<file path="src/rtl/hazard_scoreboard.sv">
// Forwarding / load-use hazard unit: tracks the destinations of the last DEPTH issued
// instructions and resolves a bypass select per decode operand. HAZARD_STATS_EN adds stall_count.

module hazard_operand #(
    parameter int AW         = 5,
    parameter int DEPTH      = 3,
    parameter int LOAD_READY = 1,
    parameter int SW         = 2
) (
    input  logic [AW-1:0]             addr,
    input  logic                      used,
    input  logic [DEPTH-1:0]          entV,
    input  logic [DEPTH-1:0]          entWe,
    input  logic [DEPTH-1:0]          entLd,
    input  logic [DEPTH-1:0][AW-1:0]  entRd,
    output logic [SW-1:0]             sel,
    output logic                      stl
);
    // Scan oldest to youngest so the youngest hit overwrites and wins.
    always_comb begin
        sel = '0;
        stl = 1'b0;
        for (int k = DEPTH-1; k >= 0; k--) begin
            if (used && addr != '0 && entV[k] && entWe[k] && entRd[k] == addr) begin
                sel = SW'(k + 1);
                stl = entLd[k] && (k < LOAD_READY);
            end
        end
    end
endmodule

module hazard_scoreboard #(
    parameter int AW         = 5,
    parameter int NSRC       = 2,
    parameter int DEPTH      = 3,
    parameter int LOAD_READY = 1,
    localparam int SW        = $clog2(DEPTH+1)
) (
    input  logic                 clk,
    input  logic                 reset_n,
    input  logic                 issue_valid,
    input  logic [AW-1:0]        issue_rd,
    input  logic                 issue_we,
    input  logic                 issue_load,
    input  logic [NSRC*AW-1:0]   src_addr,
    input  logic [NSRC-1:0]      src_used,
    input  logic                 flush,
    output logic                 stall,
    output logic [NSRC*SW-1:0]   fwd_sel
`ifdef HAZARD_STATS_EN
    ,
    output logic [15:0]          stall_count
`endif
);
    logic [DEPTH-1:0]         vldPipe;
    logic [DEPTH-1:0]         wePipe;
    logic [DEPTH-1:0]         ldPipe;
    logic [DEPTH-1:0][AW-1:0] rdPipe;
    logic [NSRC-1:0]          opStall;

    for (genvar j = 0; j < NSRC; j++) begin : gOp
        hazard_operand #(.AW(AW), .DEPTH(DEPTH), .LOAD_READY(LOAD_READY), .SW(SW)) uOp (
            .addr  (src_addr[j*AW +: AW]),
            .used  (src_used[j]),
            .entV  (vldPipe),
            .entWe (wePipe),
            .entLd (ldPipe),
            .entRd (rdPipe),
            .sel   (fwd_sel[j*SW +: SW]),
            .stl   (opStall[j])
        );
    end

    assign stall = issue_valid && !flush && (|opStall);

    always_ff @(posedge clk or negedge reset_n) begin
        if (!reset_n) begin
            vldPipe <= '0;
            wePipe  <= '0;
            ldPipe  <= '0;
            rdPipe  <= '0;
        end else begin
            for (int k = 1; k < DEPTH; k++) begin
                vldPipe[k] <= vldPipe[k-1];
                wePipe[k]  <= wePipe[k-1];
                ldPipe[k]  <= ldPipe[k-1];
                rdPipe[k]  <= rdPipe[k-1];
            end
            vldPipe[0] <= issue_valid && !stall && !flush;
            wePipe[0]  <= issue_we;
            ldPipe[0]  <= issue_load;
            rdPipe[0]  <= issue_rd;
            // Flush also kills the instruction currently in EX as it moves on.
            if (flush)
                vldPipe[1] <= 1'b0;
        end
    end

`ifdef HAZARD_STATS_EN
    always_ff @(posedge clk or negedge reset_n) begin
        if (!reset_n)
            stall_count <= '0;
        else if (stall && stall_count != 16'hFFFF)
            stall_count <= stall_count + 16'd1;
    end
`endif
endmodule
</file>
<file path="config.mk">
export PLATFORM = sky130hd
export DESIGN_NAME = hazard_scoreboard
export DESIGN_NICKNAME = d
export VERILOG_FILES = /design/src/rtl/hazard_scoreboard.sv
export SDC_FILE = /design/constraint.sdc
export NUM_CORES = 1
export LEC_CHECK = 0
export ABC_CLOCK_PERIOD_IN_PS = 2460
export BUFFER_PORTS_ARGS = -buffer_cell sky130_fd_sc_hd__buf_2
export CORE_ASPECT_RATIO = 0.7
export CORE_MARGIN = 3
export CORE_UTILIZATION = 50
export DETAILED_ROUTE_END_ITERATION = 8
export PLACE_DENSITY = 0.77
export SYNTH_ARGS = -nofsm -noshare
export SYNTH_HDL_FRONTEND = slang
export SYNTH_SLANG_ARGS = --single-unit
</file>
<file path="constraint.sdc">
create_clock -name clk -period 2.46 [get_ports clk]
set_clock_uncertainty 0.1 [all_clocks]
set_input_delay 0.246 -clock clk [delete_from_list [all_inputs] [get_ports clk]]
set_output_delay 0.246 -clock clk [all_outputs]
set_load 0.03 [all_outputs]
</file>
== Yosys cells after proc, flatten, opt, wreduce, memory -nomap -nowiden ==
Index checks and enable logic that the tools add are counted.
W data, S select, Z words.

* Eq/ne operators: 6
* Muxes and demuxes: 9
* Reductions and logical operators: 29

{| class="wikitable"
|+ Operators with widths
! cell !! number
|-
| $eq A5 B5 Y1 || 6
|-
| $logic_and A1 B1 Y1 || 24
|-
| $mux W2 || 6
|-
| $reduce_bool A5 Y1 || 2
|-
| $mux W1 || 3
|-
| $logic_not A1 Y1 || 2
|-
| $reduce_or A2 Y1 || 1
|}

* Bits in registers: 22
* Input port bits: 23
* Output and inout port bits: 5
* Word-level logic and storage cells: 50

== Logic depth before layout (Yosys ltp) ==
* Word-level depth: 11
* Depth in mapped cells: 5
* Mapped depth without buffers: 5

== Hierarchy ==
From an unflattened synthesis, not the netlist that was laid out.

* Cells, all modules: 89
* Area total of the unflattened synthesis: 1096.1 µm²

{| class="wikitable"
|+ Modules (own cells, without submodules)
! module !! times used !! cells an instance !! area an instance (µm²) !! sequential area each (µm²)
|-
| hazard_scoreboard || 1 || 29 || 640.6 || 600.6
|-
| hazard_operand || 2 || 30 || 227.7 || 0.0
|}

== Worst setup path before layout ==
Ideal clock, no wire load.

* Path type: reg2out
* Start point: register rdPipe[0] (netlist bit)
* End point: output stall
* Data arrival time: 1.867 ns
* Data required time: 2.114 ns
* Setup slack: 0.247 ns
* Stages on the path, launching flop included: 6
* Buffers on the path: 0
* Cells stage by stage: dfrtp_1 -> xnor2_1 -> nand4_1 -> nor4_1 -> o21ai_1 -> nor3b_1

* Cells in the longest elaborated chain, start to end: 5
* Elaborated cells between the ends (all ways): 8
* Classes of those cells: eq/ne: 2; mux: 2; reduce/logical: 4

{| class="wikitable"
|+ RTL lines
! element !! line !! RTL
|-
| from (decl) || 58 || <nowiki>logic [DEPTH-1:0][AW-1:0] rdPipe;</nowiki>
|-
| from (signal, indexed assignment) || 87 || <nowiki>rdPipe[k] <= rdPipe[k-1];</nowiki>
|-
| $eq A5 B5 Y1 || 24 || <nowiki>if (used && addr != '0 && entV[k] && entWe[k] && entRd[k] == addr) begin</nowiki>
|-
| $logic_and A1 B1 Y1 || 24 ||
|-
| $mux W1 || 24 ||
|-
| $reduce_or A2 Y1 * || 74 || <nowiki>assign stall = issue_valid && !flush && (|opStall);</nowiki>
|-
| $logic_and A1 B1 Y1 * || 74 ||
|-
| to (decl) || 48 || <nowiki>output logic stall,</nowiki>
|}

Every way passes the cells marked *; elsewhere a longest branch is shown, timed or not.

== Final worst setup path ==
* Start point: register rdPipe[14] (netlist bit)
* End point: output fwd_sel[0]

* Cells in the longest elaborated chain, start to end: 5

{| class="wikitable"
|+ RTL lines
! element !! line !! RTL
|-
| $eq A5 B5 Y1 || 24 ||
|-
| $logic_and A1 B1 Y1 || 24 ||
|-
| $mux W2 (3 in series) || 24 ||
|-
| to (decl) || 49 || <nowiki>output logic [NSRC*SW-1:0] fwd_sel</nowiki>
|}

Every way passes these cells.

==> flow_summary_export.csv <==
group,metric,value,unit
synth,synth_cell_types,15,
placed_design,place_congestion,0.870,
synth,synth-seq-area-share,55.3,%
drt,dr.first_iter.drc_count,20,
sta,fin_tns_setup,0,ps
floorplan,dieArea,0.00257,sq mm
drt,first_pass_iters,4,
cells_and_area,fin_area,0.00131,sq mm
cells_and_area,final_cell_mix,"26 x buf_2, 24 x xnor2_1, 22 x dfrtp_1, 9 x dlygate4sd3_1",
drt,avgRoutedWirePerCell,15.6,microns
synth,synth-compound-area-share,2.39,%
placed_design,post-dp-hpwl,1770,microns
cells_and_area,final_common_cell,"buf_2",
clock_tree,cts_tree,"done",
synth,synthCells,82,
drt,final_antenna_net_count,0,
global_routing,grt_max_degree,23,
clock_tree,cts_buffer_depth,2,
sta,fin_crit,2340,ps
floorplan,ios,28,
sta,period_share,95.1,%
worst_setup_path,cp-start-kind,"flop",
global_routing,grt_usage,19.9,%
sta,drv_slew,0,
synth,synth_warnings,0,
status,status,"finished, final reports clean",
worst_setup_path,critical_path_class,"reg -> out",
worst_setup_path,startpoint,"rdPipe[14]",
floorplan,coreArea,0.00173,sq mm
clock_tree,path_clk_slew,110,ps
floorplan,die_w,59.3,microns
worst_setup_path,crit_fanout,2,
worst_hold_path,hold_class,"in -> reg",
clock_tree,clock-root-buffer,"clkbuf_4",
drt,num_vias,784,
floorplan,rows,12,
floorplan,dieHeight,43.3,microns
synth,avgSynthCellArea,12.1,sq um
clock_tree,postCtsSetupBuffers,0,
cells_and_area,stdcell_count,143,
worst_setup_path,reg2reg_from,"rdPipe[0]",
worst_setup_path,cp.arrival,1990,ps
drt,viasPerCell,5.48,
flow_run,drv_cap,0,
sta,hold_viol,0,
cells_and_area,post_route_cells_drive_above_1_share,27.9,%
clock_tree,h-tree-depth,1,
placed_design,port_buffers,27,
power,ir_worst_vdd,0.000511,V
synth,synth_fa_ha_area_share,0,%
sta,tightest_slew,466,ps
floorplan,start_util,57.7,%
synth,synth_mux_area_share,0,%
placed_design,dpl_cell_area,0.00116,sq mm
global_routing,grt_pass1_vias,794,
cells_and_area,regArea,551,sq um
global_routing,grt_overflow,0,
sta,slew_headroom,68.9,%
cells_and_area,nNetsFinal,146,
drt,wirelength,2230,microns
power,p_leak,0.557,nW
cells_and_area,fin_util,75.7,%
cells_and_area,fill_cells,117,
drt,drcViolationCount,0,
clock_tree,clock_latency,300,ps
cells_and_area,diodes,0,
sta,rsz0062_at_grt,"no",
sta,setup_viol,0,
synth,ys_ff_latch,22,
placed_design,dp_cells,130,
sta,fmax,0.428,GHz
global_routing,grt_pass1_wl,3710,microns
worst_setup_path,critical_path_required,2110,ps
clock_tree,numCtsBuffers,3,
cells_and_area,synthToLayoutAreaGrowth,31.3,%
clock_tree,cts.sinks,22,
synth,synthSimpleGateAreaFrac,16.0,%
global_routing,antenna_found_initial,0,
synth,synth_xor_area_share,26.4,%
synth,synth_nets,105,
worst_hold_path,holdCritStartpoint,"issue_valid",
worst_setup_path,worst_setup_path_end_kind,"output pin",
cells_and_area,multi_input_area,467,sq um
synth,mappedNetlistArea,996,sq um
synth,synth_top_family_by_area,"XOR/XNOR gates",
power,power_density,531,mW/mm^2
==> flip-flops by register name (all words and copies together), names as in the netlist <==
| name | cells |
|---|---|
| wePipe | 3 |
| vldPipe | 3 |
| ldPipe | 1 |
| rdPipe | 15 |
==> metal layers <==
metal	routed length, microns	global-route usage, %	vias up
met2	971	31.6	35
li1	-	-	366
met5	0	0	-
met4	21	1.36	0
met1	1050	28.1	377
met3	185	6.55	6
==> layout make-up <==
type	count	share of cell area (%)
well taps	21	2.01
repair buffers	36	17.4
clock buffers	4	2.78
multi-input cells	60	35.7
flip-flops and latches	22	42.1
==> repair_timing <==
item	in CTS	in global routing
resized for setup	0	4
endpoints found under the setup margin	0	1
hold buffers	9	0
endpoints found under the hold margin	30	0
==> worst max-delay path, stage by stage, from the launching register on <==
cell      delay [ps]
dfrtp_1          420
xnor2_1          180
nand4_1          100
or4_1            520
nand2b_1         180
nand2b_1          90
buf_2            200
==> synth_stat cells (all sizes together) <==
cell type  count  area, sq um
nor4           4         25.0
xor2           6         52.6
and3b          1         8.76
nor3b          1         7.51
nor2b          1         6.26
nand4          6         37.5
dfrtp         22          551
o21ai          3         18.8
xnor2         24          210
nor2           2         7.51
or4            4         30.0
nand2b         4         25.0
a21oi          1         5.00
nand2          3         11.3
==> final timing paths <==
| path | endpoint | slack [ps] | cells after the start |
|---|---|---|---|
| min | vldPipe[0] | 110 | 2 |
| max | fwd_sel[0] | 120 | 6 |
| min in group asynchronous | vldPipe[2] | 330 | 2 |
| max reg2reg | vldPipe[0] | 870 | 5 |
| min reg2reg | wePipe[2] | 290 | 0 |
| max in group asynchronous | rdPipe[2] | 1610 | 2 |
==> logic make-up (layout without fill, tap and decap cells) <==
group           after synthesis  count (layout)
xor+xnor                     30              30
simple gates                 26              26
flops                        22              22
compound gates                4               4
buf+inv                       0              40
==> where the power goes <==
part / internal (mW) / switching (mW) / total [mW] / leakage [nW]
registers: 0.379 / 0.0156 / 0.395 / 0.261
logic: 0.0559 / 0.0507 / 0.107 / 0.275
clock network: 0.0904 / 0.102 / 0.192 / 0.0210
total: 0.526 / 0.168 / 0.694 / 0.557
==> through the flow <==
stage | worst slack (ps) | power, mW | hold slack, ps
6_report | 122 | 0.694 | 109
5_1_grt | 14.0 | 0.729 | 102
4_1_cts | 46.1 | 0.696 | 107
3_5_place_dp | 407 | 0.494 | 122
3_3_place_gp | 426 | 0.489 | 123
2_1_floorplan | 247 | 0.447 | -150
Power figures use the tool's default switching activity.
